File: src/rtl/vigna_bus_arbiter.sv
// vigna_bus_arbiter: merges the core's instruction and data ports onto one shared memory bus.
// Define VIGNA_ARB_ROUND_ROBIN_EN for round-robin ties; otherwise the data port wins ties.
module vigna_bus_arbiter #(
    parameter bit RESET_LAST_D = 1'b1
) (
    input  logic        clk,
    input  logic        resetn,
    input  logic        i_valid,
    output logic        i_ready,
    input  logic [31:0] i_addr,
    output logic [31:0] i_rdata,
    input  logic [31:0] i_wdata,
    input  logic [3:0]  i_wstrb,
    input  logic        d_valid,
    output logic        d_ready,
    input  logic [31:0] d_addr,
    output logic [31:0] d_rdata,
    input  logic [31:0] d_wdata,
    input  logic [3:0]  d_wstrb,
    output logic        m_valid,
    input  logic        m_ready,
    output logic [31:0] m_addr,
    input  logic [31:0] m_rdata,
    output logic [31:0] m_wdata,
    output logic [3:0]  m_wstrb,
    output logic        busy,
    output logic        grant_d
);
    localparam logic [1:0] IDLE  = 2'd0;
    localparam logic [1:0] GNT_I = 2'd1;
    localparam logic [1:0] GNT_D = 2'd2;

    logic [1:0]  state_q, state_d;
    logic        last_d_q, last_d_d;
    logic        m_valid_q, m_valid_d;
    logic [31:0] m_addr_q, m_addr_d;
    logic [31:0] m_wdata_q, m_wdata_d;
    logic [3:0]  m_wstrb_q, m_wstrb_d;
    logic        pick_d;

`ifdef VIGNA_ARB_ROUND_ROBIN_EN
    assign pick_d = d_valid && (!i_valid || !last_d_q);
`else
    assign pick_d = d_valid;
`endif

    always_comb begin
        state_d   = state_q;
        last_d_d  = last_d_q;
        m_valid_d = m_valid_q;
        m_addr_d  = m_addr_q;
        m_wdata_d = m_wdata_q;
        m_wstrb_d = m_wstrb_q;
        if (state_q == IDLE) begin
            if (i_valid || d_valid) begin
                state_d   = pick_d ? GNT_D : GNT_I;
                last_d_d  = pick_d;
                m_valid_d = 1'b1;
                m_addr_d  = pick_d ? d_addr : i_addr;
                m_wdata_d = pick_d ? d_wdata : i_wdata;
                m_wstrb_d = pick_d ? d_wstrb : i_wstrb;
            end
        end else if (m_ready) begin
            state_d   = IDLE;
            m_valid_d = 1'b0;
        end
    end

    always_ff @(posedge clk) begin
        if (!resetn) begin
            state_q   <= IDLE;
            last_d_q  <= RESET_LAST_D;
            m_valid_q <= 1'b0;
            m_addr_q  <= '0;
            m_wdata_q <= '0;
            m_wstrb_q <= '0;
        end else begin
            state_q   <= state_d;
            last_d_q  <= last_d_d;
            m_valid_q <= m_valid_d;
            m_addr_q  <= m_addr_d;
            m_wdata_q <= m_wdata_d;
            m_wstrb_q <= m_wstrb_d;
        end
    end

    // Responses pass straight through to whichever port holds the grant.
    assign i_ready = (state_q == GNT_I) && m_ready;
    assign d_ready = (state_q == GNT_D) && m_ready;
    assign i_rdata = (state_q == GNT_I) ? m_rdata : 32'd0;
    assign d_rdata = (state_q == GNT_D) ? m_rdata : 32'd0;
    assign m_valid = m_valid_q;
    assign m_addr  = m_addr_q;
    assign m_wdata = m_wdata_q;
    assign m_wstrb = m_wstrb_q;
    assign busy    = (state_q == GNT_I) || (state_q == GNT_D);
    assign grant_d = (state_q == GNT_D);
endmodule

File: config.mk
export PLATFORM = sky130hd
export DESIGN_NAME = vigna_bus_arbiter
export DESIGN_NICKNAME = d
export VERILOG_FILES = /design/src/rtl/vigna_bus_arbiter.sv
export SDC_FILE = /design/constraint.sdc
export NUM_CORES = 1
export LEC_CHECK = 0
export ABC_AREA = 1
export BUFFER_PORTS_ARGS = -buffer_cell sky130_fd_sc_hd__buf_2
export CAP_MARGIN = 40
export CORE_AREA = 2 2 119 121
export DETAILED_ROUTE_END_ITERATION = 10
export DIE_AREA = 0 0 121 123
export GPL_TIMING_DRIVEN = 0
export PLACE_DENSITY = 0.68
export SYNTH_ARGS = -nofsm -noshare
export SYNTH_HDL_FRONTEND = slang
export SYNTH_SLANG_ARGS = --single-unit
File: constraint.sdc
create_clock -name clk -period 1.7 [get_ports clk]
set_clock_uncertainty 0.2 [all_clocks]
set_input_delay 0.17 -clock clk [delete_from_list [all_inputs] [get_ports clk]]
set_output_delay 0.17 -clock clk [all_outputs]
set_load 0.02 [all_outputs]
==> summary.md, run 1 <==
| Metric | Value |
|---|---|
| Clock Tree Root | `clkbuf_16` |
| Hold path depth | `5` |
| Vias in the first global route | `5,933` |
| Leading area contributor after synthesis | `dfxtp_1` |
| Max Fclk | `0.557 GHz` |
| DRT Wirelength | `19.3 mm` |
| Maximum root-to-sink buffer count | `2` |
| RD Place Congestion | `0.810` |
| Final-report setup violation count | `63` |
| Synth top area share | `35.4%` |
| Fin util | `60.3%` |
| First-pass GRT wire length | `27.7 mm` |
| Clk pin slew, worst setup/hold paths | `0.06 ns` |
| Vias | `6,031` |
| Initial DRC Count | `266` |
| Die ar. | `14,900 µm²` |
| Worst-Skew Late Latency | `0.34 ns` |
| Synth Instances | `685` |
| Placeable core region | `13,600 µm²` |
| Seq pwr share | `28.1%` |
| Final critical-path required period | `1.79 ns` |
| Sum of buffers and inverters on the critical path | `4` |
| WP data arrival | `1.42 ns` |
| Syn-to-layout area delta | `104%` |
| Post-place setup slack | `-0.244 ns` |
| Total CTS buffers | `9` |
| Post-DR wirelength/cell | `14.5 µm` |
| Leak | `4.79 nW` |
| Final setup margin | `-0.0943 ns` |
| NetSw | `2.78 mW` |
| Worst hold path type | `in -> reg` |
| Slowest stage delay, CP | `0.36 ns` |
| Seq cells post-synth | `71` |
| Largest cells by area after synthesis | `dfxtp_1 (35%), nand2_1 (26%), nor2_1 (11%)` |
| # port buffers | `308` |
| TritonCTS clock tree | `built` |
| Cell area power density | `914 nW/µm²` |
| Unrepaired setup endpoints after global routing | `yes` |
| Final cell count without fillers | `1,334` |
| Failing checks | `negative hold slack, negative setup slack` |
| Largest net degree at the start of global routing | `14` |
| Slew HR | `65.6%` |
| Via/cell ratio | `4.52` |
| Hold WS | `-0.0454 ns` |
| Max Cap Violations | `0` |
| Switching portion of total power | `37.1%` |
| Avg Inst Size Synth | `5.86 µm²` |
| # clock sinks | `71` |
| Initial core utilization | `29.5%` |
| Slowest cell on the critical path | `dfxtp_4` |
| Syn Nets | `863` |
| Drt first pass iters | `5` |
| Total GRT Usage | `23.9%` |
| Hold endpoint | `m_wdata[20]$_SDFFE_PN0P_` |
| Post-DP HPWL | `12.0 mm` |
| Yosys Warn Count | `0` |
| Num ports | `310` |
| Slew @ Worst Pin | `0.516 ns` |
| Fillers | `1,104` |
| Worst R2R End | `m_addr[3]$_SDFFE_PN0P_` |
| Hold_sp | `d_wdata[20]` |
| Max Fanout on Critical Path | `10` |
| Setup tns final | `-2.88 ns` |
| Synth Cell Area | `4010 µm²` |
| Final Max Slew Viols | `0` |
| H-tree levels | `3` |
| Post-synthesis sequential area ratio | `35.4%` |
| CP Cell Sequence | `inv_4, ha_4, buf_8, nand2_1, inv_1, buf_6` |
| Gate power share | `44.4%` |
| Crit path launch type | `flop` |
| VDD IR max | `0.585 mV` |
| Total congestion overflow | `0` |
| Crit Path Category | `reg -> out` |
| Top Family by Delay on Critical Path | `buffers and inverters` |
| Post-synth ARST share | `0%` |
| Initial antenna violation count | `1` |
| Final ANT Viol Nets | `0` |
| Reg-to-reg slack, setup | `0.07 ns` |
| Top FF cell, synth | `dfxtp_1` |
| Reg2reg start | `state_q[0]$_SDFFE_PN0P_` |
| Worst reg2reg path depth | `8` |
| Layout cells sized above 1 | `38.4%` |
| CP Capture Type | `primary output` |
| WP data required | `1.33 ns` |
| Period utilization | `106%` |
| Die height | `123 µm` |
| Most frequent cell after synthesis | `nand2_1` |
| Clock share of power | `27.5%` |
| Placed Cells | `1,173` |
| Nets | `1,325` |
| Netlist cell types | `19` |
| Row cnt | `43` |
| Die width | `121 µm` |
| DRC | `0` |
| Number of synthesized flops with an enable pin | `0` |
| Status | `finished, violations left` |
| Count of final hold-check violations | `2` |
| Top cells by count, synth | `nand2_1 (275), nor2_1 (120), inv_1 (73), dfxtp_1 (71), o21ai_0 (58)` |
| Power Internal | `4.71 mW` |
layout by cell type, fill, tap and decap left out, types with 10 or more instances in the layout:
cell type / instances
o21ai_1: 22
nor2_1: 119
nand2_1: 257
inv_1: 46
clkbuf_16: 10
buf_2: 255
dlygate4sd3_1: 134
clkbuf_1: 10
nand2_2: 12
o21ai_0: 46
nor2_2: 21
buf_6: 69
inv_2: 25
dfxtp_1: 69
buf_4: 14
sequential cells by signal, indices dropped and copies added, names as in the netlist:
register,flops
m_valid,1
m_addr,32
state_q,2
m_wstrb,4
m_wdata,32
metal layers:
layer,GRT usage [%],wire (µm),vias up
met1,23.5,7060,2686
li1,-,-,2954
met4,13.4,835,0
met3,6.23,1660,58
met2,45.5,9770,333
met5,0,0,-
worst max path at each step:
stage / startpoint / end / slack (ns) / cells past startpoint
6_report: state_q[1]$_SDFFE_PN0P_ / i_rdata[19] / -0.09 / 6
4_1_cts: state_q[0]$_SDFFE_PN0P_ / d_rdata[18] / -0.07 / 6
5_1_grt: state_q[0]$_SDFFE_PN0P_ / d_rdata[22] / -0.13 / 6
2_1_floorplan: state_q[0]$_SDFFE_PN0P_ / m_addr[0]$_SDFFE_PN0P_ / 0.09 / 8
3_5_place_dp: state_q[0]$_SDFFE_PN0P_ / d_rdata[19] / -0.24 / 7
3_3_place_gp: state_q[0]$_SDFFE_PN0P_ / d_rdata[19] / -0.23 / 7
timing repair:
| action | 4_1_cts | 5_1_grt |
|---|---|---|
| buffers inserted | 7 | 1 |
| hold endpoints to repair | 69 | 0 |
| resized for setup | 152 | 98 |
| endpoints found under the setup margin | 134 | 124 |
| hold buffers | 137 | 0 |
| pin swaps | 7 | 13 |
| gates cloned | 2 | 0 |
stage by stage:
step                total power, mW  cell area [µm²]
finish                         7.49             8200
global route                   7.87             8200
CTS                            7.27             7990
detailed placement             4.57             5780
global placement               4.56             5780
floorplan                      3.65             4010
cell type report:
cell class / instances / area, µm² / share of cell area (%)
repair buffers: 453 / 3380 / 41.2
multi-input cells: 495 / 2190 / 26.7
flip-flops and latches: 71 / 1430 / 17.4
plain buffers: 42 / 357 / 4.35
inverters: 75 / 294 / 3.58
clock buffers: 10 / 229 / 2.79
well taps: 180 / 225 / 2.75
clock inverters: 6 / 92.6 / 1.13
diodes: 2 / 5.00 / 0.0610
kinds of logic after synthesis:
group / share of synthesized area (%)
flip-flops: 35.4
adder cells (fa/ha/maj): 1.56
buffers and inverters: 13.1
AO/OA/AOI/OAI: 8.64
AND/OR/NAND/NOR: 41.2
power groups by stage:
stage	Combinational [mW]	Sequential [mW]	Clock, mW
2_1_floorplan	1.19	2.45	0
3_3_place_gp	2.46	2.10	0
3_5_place_dp	2.46	2.11	0
4_1_cts	3.08	2.09	2.09
5_1_grt	3.57	2.13	2.17
6_report	3.33	2.10	2.06
worst reg2reg max path: stages, from the launching register on:
cell and delay, ns:
dfxtp_4 0.39, inv_6 0.05, ha_4 0.18, nand2_4 0.10, nand2_8 0.09, buf_6 0.16
buf_6 0.14, o21ai_0 0.16, nor2_1 0.05
No activity file was read; power rests on OpenSTA's default activity.
==> run 2, diff against run 1 <==
- ABC_AREA: 1 -> unset
- CORE_AREA: 2 2 119 121 -> 2 2 120 122
- DIE_AREA: 0 0 121 123 -> 0 0 122 124
- PLACE_DENSITY: 0.68 -> 0.66
- SETUP_SLACK_MARGIN: unset -> 0.3
==> run 2 against run 1 <==
  * The run ends with negative setup slack left
  * Sequential share of layout area down 0.46 points
  * Largest power group unchanged
  * Setup slack got worse by 0.023 ns
  * Non-clock buffer count decreased by 19
==> summary.md, run 2 <==
| Metric | Value |
|---|---|
| H-tree levels | `3` |
| Met3 Track Usage GR | `4.85%` |
| Final-report setup violation count | `136` |
| DRT Wirelength | `18.2 mm` |
| Clk pin slew, worst setup/hold paths | `0.06 ns` |
| Period utilization | `107%` |
| Status | `finished, violations left` |
| # clock sinks | `71` |
| Placeable core region | `13,700 µm²` |
| Final ANT Viol Nets | `0` |
| Slew HR | `59.0%` |
| Post-synthesis sequential area ratio | `36.7%` |
| Slowest cell on the critical path | `dfxtp_4` |
| Die width | `122 µm` |
| Largest net degree at the start of global routing | `14` |
| # port buffers | `307` |
| Row cnt | `43` |
| Avg Inst Size Synth | `9.72 µm²` |
| Slowest stage delay, CP | `0.37 ns` |
| Netlist cell types | `22` |
| Slew @ Worst Pin | `0.615 ns` |
| Post-place setup slack | `-0.100 ns` |
| Synth Cell Area | `3880 µm²` |
| Most frequent cell after synthesis | `dfxtp_1` |
| Number of synthesized flops with an enable pin | `0` |
| Leak | `4.77 nW` |
| Fin util | `61.4%` |
| Leading area contributor after synthesis | `dfxtp_1` |
| Largest cells by area after synthesis | `dfxtp_1 (37%), mux2i_1 (18%), o211a_1 (18%)` |
| Initial antenna violation count | `2` |
| Synth top area share | `36.7%` |
| Maximum root-to-sink buffer count | `2` |
| Final setup margin | `-0.117 ns` |
| WP data required | `1.33 ns` |
| Syn Nets | `577` |
| Failing checks | `negative setup slack` |
| Post-route cell area | `8420 µm²` |
| Drt first pass iters | `9` |
| Die height | `124 µm` |
| Initial core utilization | `28.3%` |
| Sum of buffers and inverters on the critical path | `3` |
| First-pass GRT wire length | `25.3 mm` |
| Layout cells sized above 1 | `56.7%` |
| Commonest non-fill, non-tap cell in the layout | `buf_2` |
| Clock Tree Root | `clkbuf_16` |
| Yosys Warn Count | `0` |
| TritonCTS clock tree | `built` |
| Vias | `4,813` |
| Post-DR wirelength/cell | `17.6 µm` |
| Top FF cell, synth | `dfxtp_1` |
| Worst hold path type | `in -> reg` |
| Final Max Slew Viols | `0` |
| Max Fanout on Critical Path | `8` |
| Seq cells post-synth | `71` |
| Initial DRC Count | `140` |
| Post-synth ARST share | `0%` |
| Crit Path Category | `reg -> out` |
| GR peak layer | `met2` |
| DRC | `0` |
| Vias in the first global route | `4,859` |
| Top Family by Delay on Critical Path | `buffers and inverters` |
| Met1 usage | `22.7%` |
| Crit path launch type | `flop` |
| Met2 usage | `41.2%` |
| Unrepaired setup endpoints after global routing | `yes` |
| Total GRT Usage | `21.5%` |
| CP Capture Type | `primary output` |
| Syn-to-layout area delta | `117%` |
| Cell area power density | `816 nW/µm²` |
| Post-DP HPWL | `10.8 mm` |
| Count of final hold-check violations | `0` |
| Total CTS buffers | `9` |
| Area after DPL | `5670 µm²` |
| Synth Instances | `399` |
| WP data arrival | `1.45 ns` |
| Worst-Skew Late Latency | `0.32 ns` |
| VDD IR max | `0.475 mV` |
| Die ar. | `15,100 µm²` |
| Max Cap Violations | `0` |
| Total congestion overflow | `0` |
| Commonest non-fill, non-tap cells in the layout | `buf_2 (245), dlygate4sd3_1 (92), buf_6 (76)` |
| Max Fclk | `0.550 GHz` |
| Final critical-path required period | `1.82 ns` |
| Setup tns final | `-6.83 ns` |
| Nets | `1,027` |
| CP Cell Sequence | `inv_6, ha_4, clkbuf_8, and2_4, buf_6` |
| Via/cell ratio | `4.65` |
| RD Place Congestion | `0.763` |
| Num ports | `310` |
| Top cells by count, synth | `dfxtp_1 (71), nand2_1 (70), mux2i_1 (68), o211a_1 (68), and2_1 (67)` |
[run 2: cell types whose count changed in the layout (fill, tap and decap cells not counted), sizes merged, moves of 2 or more]
cell,delta
nand2,-208
nor2,-139
inv,-74
mux2i,+68
o211a,+68
o21ai,-67
and2,+66
dlygate4sd3,-42
buf,+21
clkbuf,+2
clkinv,+2
[run 2: area by class of cell]
type                       instances  area [µm²]
clock inverter                     7         120
tap                              180         225
antenna                            1        2.50
sequential                        71        1430
inverter                           2        15.0
multi-input combinational        289        2460
buffer                            37         408
timing repair buffer             439        3540
clock buffer                       9         225
fill                            1112        5300
[run 2: worst reg2reg max path, stage by stage, from the launching register on]
cell,delay [ns]
dfxtp_4,0.37
inv_4,0.05
buf_6,0.11
ha_4,0.16
o21a_4,0.14
buf_6,0.13
buf_12,0.14
buf_8,0.12
o211ai_1,0.16
o31ai_1,0.09
[run 2: repair_timing]
item	in CTS	in global routing
pin swaps	42	26
hold buffers	92	0
endpoints found under the hold margin	50	0
resized for setup	207	86
setup endpoints to repair	139	139
cloned	11	9
buffers inserted	15	5
[run 2: power by group]
group / switching, mW / internal, mW
Sequential: 0.105 / 1.87
Combinational: 1.25 / 1.47
Clock: 0.742 / 1.44
[run 2: layer usage]
layer | wire length, µm | up-vias
met3 | 1180 | 38
li1 | - | 2306
met2 | 9650 | 228
met4 | 514 | 0
met1 | 6890 | 2241
met5 | 0 | -
[run 2: cells by family after synthesis]
group	share of synthesized area (%)
AO/OA/AOI/OAI	18.6
adder cells (fa/ha/maj)	1.61
buffers and inverters	7.00
flip-flops	36.7
multiplexers	17.8
AND/OR/NAND/NOR	18.3
[run 2: through the flow]
step                      power [mW]  hold slack [ns]  cells
after CTS                       6.61        0.0000892   1020
after global placement          3.74            0.255    886
after floorplan                 3.08            0.201    399
after detailed placement        3.75            0.265    886
final                           6.87          0.00756   1035
after global routing            7.18          0.00570   1035
[run 2: path summary, 6_finish.rpt]
kind	slack, ns	cells past startpoint	startpoint	to
setup / recovery	-0.12	5	state_q[0]$_SDFFE_PN0P_	d_rdata[10]
hold / removal	0.008	4	i_wdata[0]	m_wdata[0]$_SDFFE_PN0P_
setup reg to reg	-0.08	9	state_q[1]$_SDFFE_PN0P_	m_valid$_SDFFE_PN0P_
hold reg to reg	0.27	2	m_valid$_SDFFE_PN0P_	m_valid$_SDFFE_PN0P_
==> run 3, diff against run 2 <==
==> constraint.sdc (replaced) <==
create_clock -name clk -period 1.7 [get_ports clk]
set_clock_uncertainty 0.2 [all_clocks]
set_input_delay 0.255 -clock clk [delete_from_list [all_inputs] [get_ports clk]]
set_output_delay 0.255 -clock clk [all_outputs]
set_load 0.02 [all_outputs]
==> run 3 against run 2 <==
  * Via count fell by 9.5%
  * Combinational power fell by 5%
  * The flow still finishes with violations (negative setup slack)
  * Largest power group unchanged
  * Register-to-register slack got worse by 0.06 ns
  * Sequential power barely moved
  * Clock-buffer cell count rose by 1
  * Core utilization fell by 6.7 points
  * Clock power fell by 12%
  * Sequential cell count did not move
  * Setup slack got worse by 0.085 ns
==> summary.md, run 3 (synthesized netlist as in run 2, its figures left out) <==
| Metric | Value |
|---|---|
| CP Cell Sequence | `inv_4, ha_4, buf_8, and2_2, buf_2` |
| First-pass GRT wire length | `22.0 mm` |
| Clock Tree Root | `clkbuf_16` |
| Leak | `4.39 nW` |
| H-tree levels | `3` |
| Failing checks | `negative setup slack` |
| Initial antenna violation count | `3` |
| # port buffers | `307` |
| Drt first pass iters | `4` |
| WP data arrival | `1.45 ns` |
| Max Fclk | `0.526 GHz` |
| Nets | `927` |
| Placeable core region | `13,700 µm²` |
| Worst hold path type | `in -> reg` |
| Max Cap Violations | `0` |
| Layout cells sized above 1 | `68.7%` |
| Total congestion overflow | `0` |
| Final Max Slew Viols | `0` |
| Unrepaired setup endpoints after global routing | `yes` |
| Final ANT Viol Nets | `0` |
| Hold_sp | `i_wdata[21]` |
| Reg2reg start | `state_q[0]$_SDFFE_PN0P_` |
| Slowest cell on the critical path | `dfxtp_4` |
| Slew HR | `60.9%` |
| # clock sinks | `71` |
| Commonest non-fill, non-tap cells in the layout | `buf_2 (253), buf_6 (72), dfxtp_1 (69)` |
| Row cnt | `43` |
| Total CTS buffers | `9` |
| Overall power consumption | `6.46 mW` |
| Hold WS | `0.0719 ns` |
| Slowest stage delay, CP | `0.39 ns` |
| DRT Wirelength | `15.5 mm` |
| Worst reg2reg path depth | `10` |
| Crit Path Category | `reg -> out` |
| Post-route cell area | `7500 µm²` |
| Initial core utilization | `28.3%` |
| DRC | `0` |
| TritonCTS clock tree | `built` |
| CP Capture Type | `primary output` |
| Final setup margin | `-0.202 ns` |
| Reg-to-reg slack, setup | `-0.14 ns` |
| Final critical-path required period | `1.90 ns` |
| Cell area power density | `861 nW/µm²` |
| VDD IR max | `0.534 mV` |
| Slew @ Worst Pin | `0.587 ns` |
| Total GRT Usage | `18.9%` |
| RD Place Congestion | `0.754` |
| Initial DRC Count | `82` |
| Count of final hold-check violations | `0` |
| Commonest non-fill, non-tap cell in the layout | `buf_2` |
| Hold Buf Count CTS | `0` |
| Die ar. | `15,100 µm²` |
| Fin util | `54.7%` |
| Area after DPL | `5770 µm²` |
| Die width | `122 µm` |
| Final-report setup violation count | `133` |
| Post-DR wirelength/cell | `16.6 µm` |
| Die height | `124 µm` |
| Clk pin slew, worst setup/hold paths | `0.06 ns` |
| Num ports | `310` |
| Status | `finished, violations left` |
| Worst-Skew Late Latency | `0.32 ns` |
| Syn-to-layout area delta | `93.5%` |
| Max Fanout on Critical Path | `10` |
| Post-DP HPWL | `10.9 mm` |
| Vias | `4,355` |
| Maximum root-to-sink buffer count | `2` |
| Via/cell ratio | `4.66` |
| Period utilization | `112%` |
| Hold path depth | `4` |
| Worst R2R End | `m_addr[10]$_SDFFE_PN0P_` |
| Vias in the first global route | `4,248` |
| Crit path launch type | `flop` |
| Largest net degree at the start of global routing | `13` |
| WP data required | `1.24 ns` |
| Hold endpoint | `m_wdata[21]$_SDFFE_PN0P_` |
[run 3: changes by cell type in the layout (fill, tap and decap cells not counted), moves of 7 or more]
cell           change
and2_4            -12
buf_4              -9
nand2_2           +24
dlygate4sd3_1     -92
and2_2            +12
clkbuf_16          -7
nand2_4           +16
buf_2              +8
nand2_1           -40
[run 3: layout make-up]
cell class,count,area [µm²]
fillers,1226,6220
multi-input cells,289,2630
repair buffers,339,2510
flip-flops and latches,71,1430
plain buffers,37,392
clock buffers,10,239
well taps,180,225
clock inverters,6,60.1
inverters,2,15.0
diodes,1,2.50
[run 3: metal layers]
metal / up-vias / track usage [%] / part of all wire, %
li1: 2097 / - / -
met1: 2049 / 20.6 / 40
met2: 190 / 35.9 / 52
met3: 19 / 4.81 / 6.6
met4: 0 / 5.60 / 1.7
met5: - / 0 / 0
[run 3: report_power, final]
| group | switching (mW) | internal, mW |
|---|---|---|
| clock network | 0.738 | 1.17 |
| logic | 1.24 | 1.34 |
| registers | 0.109 | 1.87 |
[run 3: how the worst max path moves through the flow]
| stage | start | endpoint | cells past startpoint |
|---|---|---|---|
| 2_1_floorplan | state_q[1]$_SDFFE_PN0P_ | m_addr[0]$_SDFFE_PN0P_ | 7 |
| 3_3_place_gp | resetn | m_valid$_SDFFE_PN0P_ | 4 |
| 3_5_place_dp | resetn | m_valid$_SDFFE_PN0P_ | 4 |
| 4_1_cts | state_q[1]$_SDFFE_PN0P_ | i_rdata[29] | 5 |
| 5_1_grt | state_q[0]$_SDFFE_PN0P_ | d_rdata[17] | 5 |
| 6_report | state_q[0]$_SDFFE_PN0P_ | d_rdata[4] | 5 |
[run 3: worst max-delay path, delay by kind of cell (launching register included)]
family        cells  cell delay [ns]
fa+ha+maj         1             0.19
buf+inv           3             0.34
flops             1             0.39
simple gates      1             0.19
[run 3: metrics by stage]
stage               worst slack, ns  TNS, ns  instances
global route                 -0.236   -20.14        935
floorplan                     0.214        0        399
global placement             -0.132   -0.575        886
detailed placement           -0.164    -1.03        886
CTS                          -0.202   -14.62        921
finish                       -0.202   -14.58        935
[run 3: what timing repair did]
action                     CTS  global route
hold endpoints to repair     0             0
gates cloned                12             2
pin swaps                   28            11
resized for setup          145           158
setup buffers                7            11
setup endpoints to repair  139           139
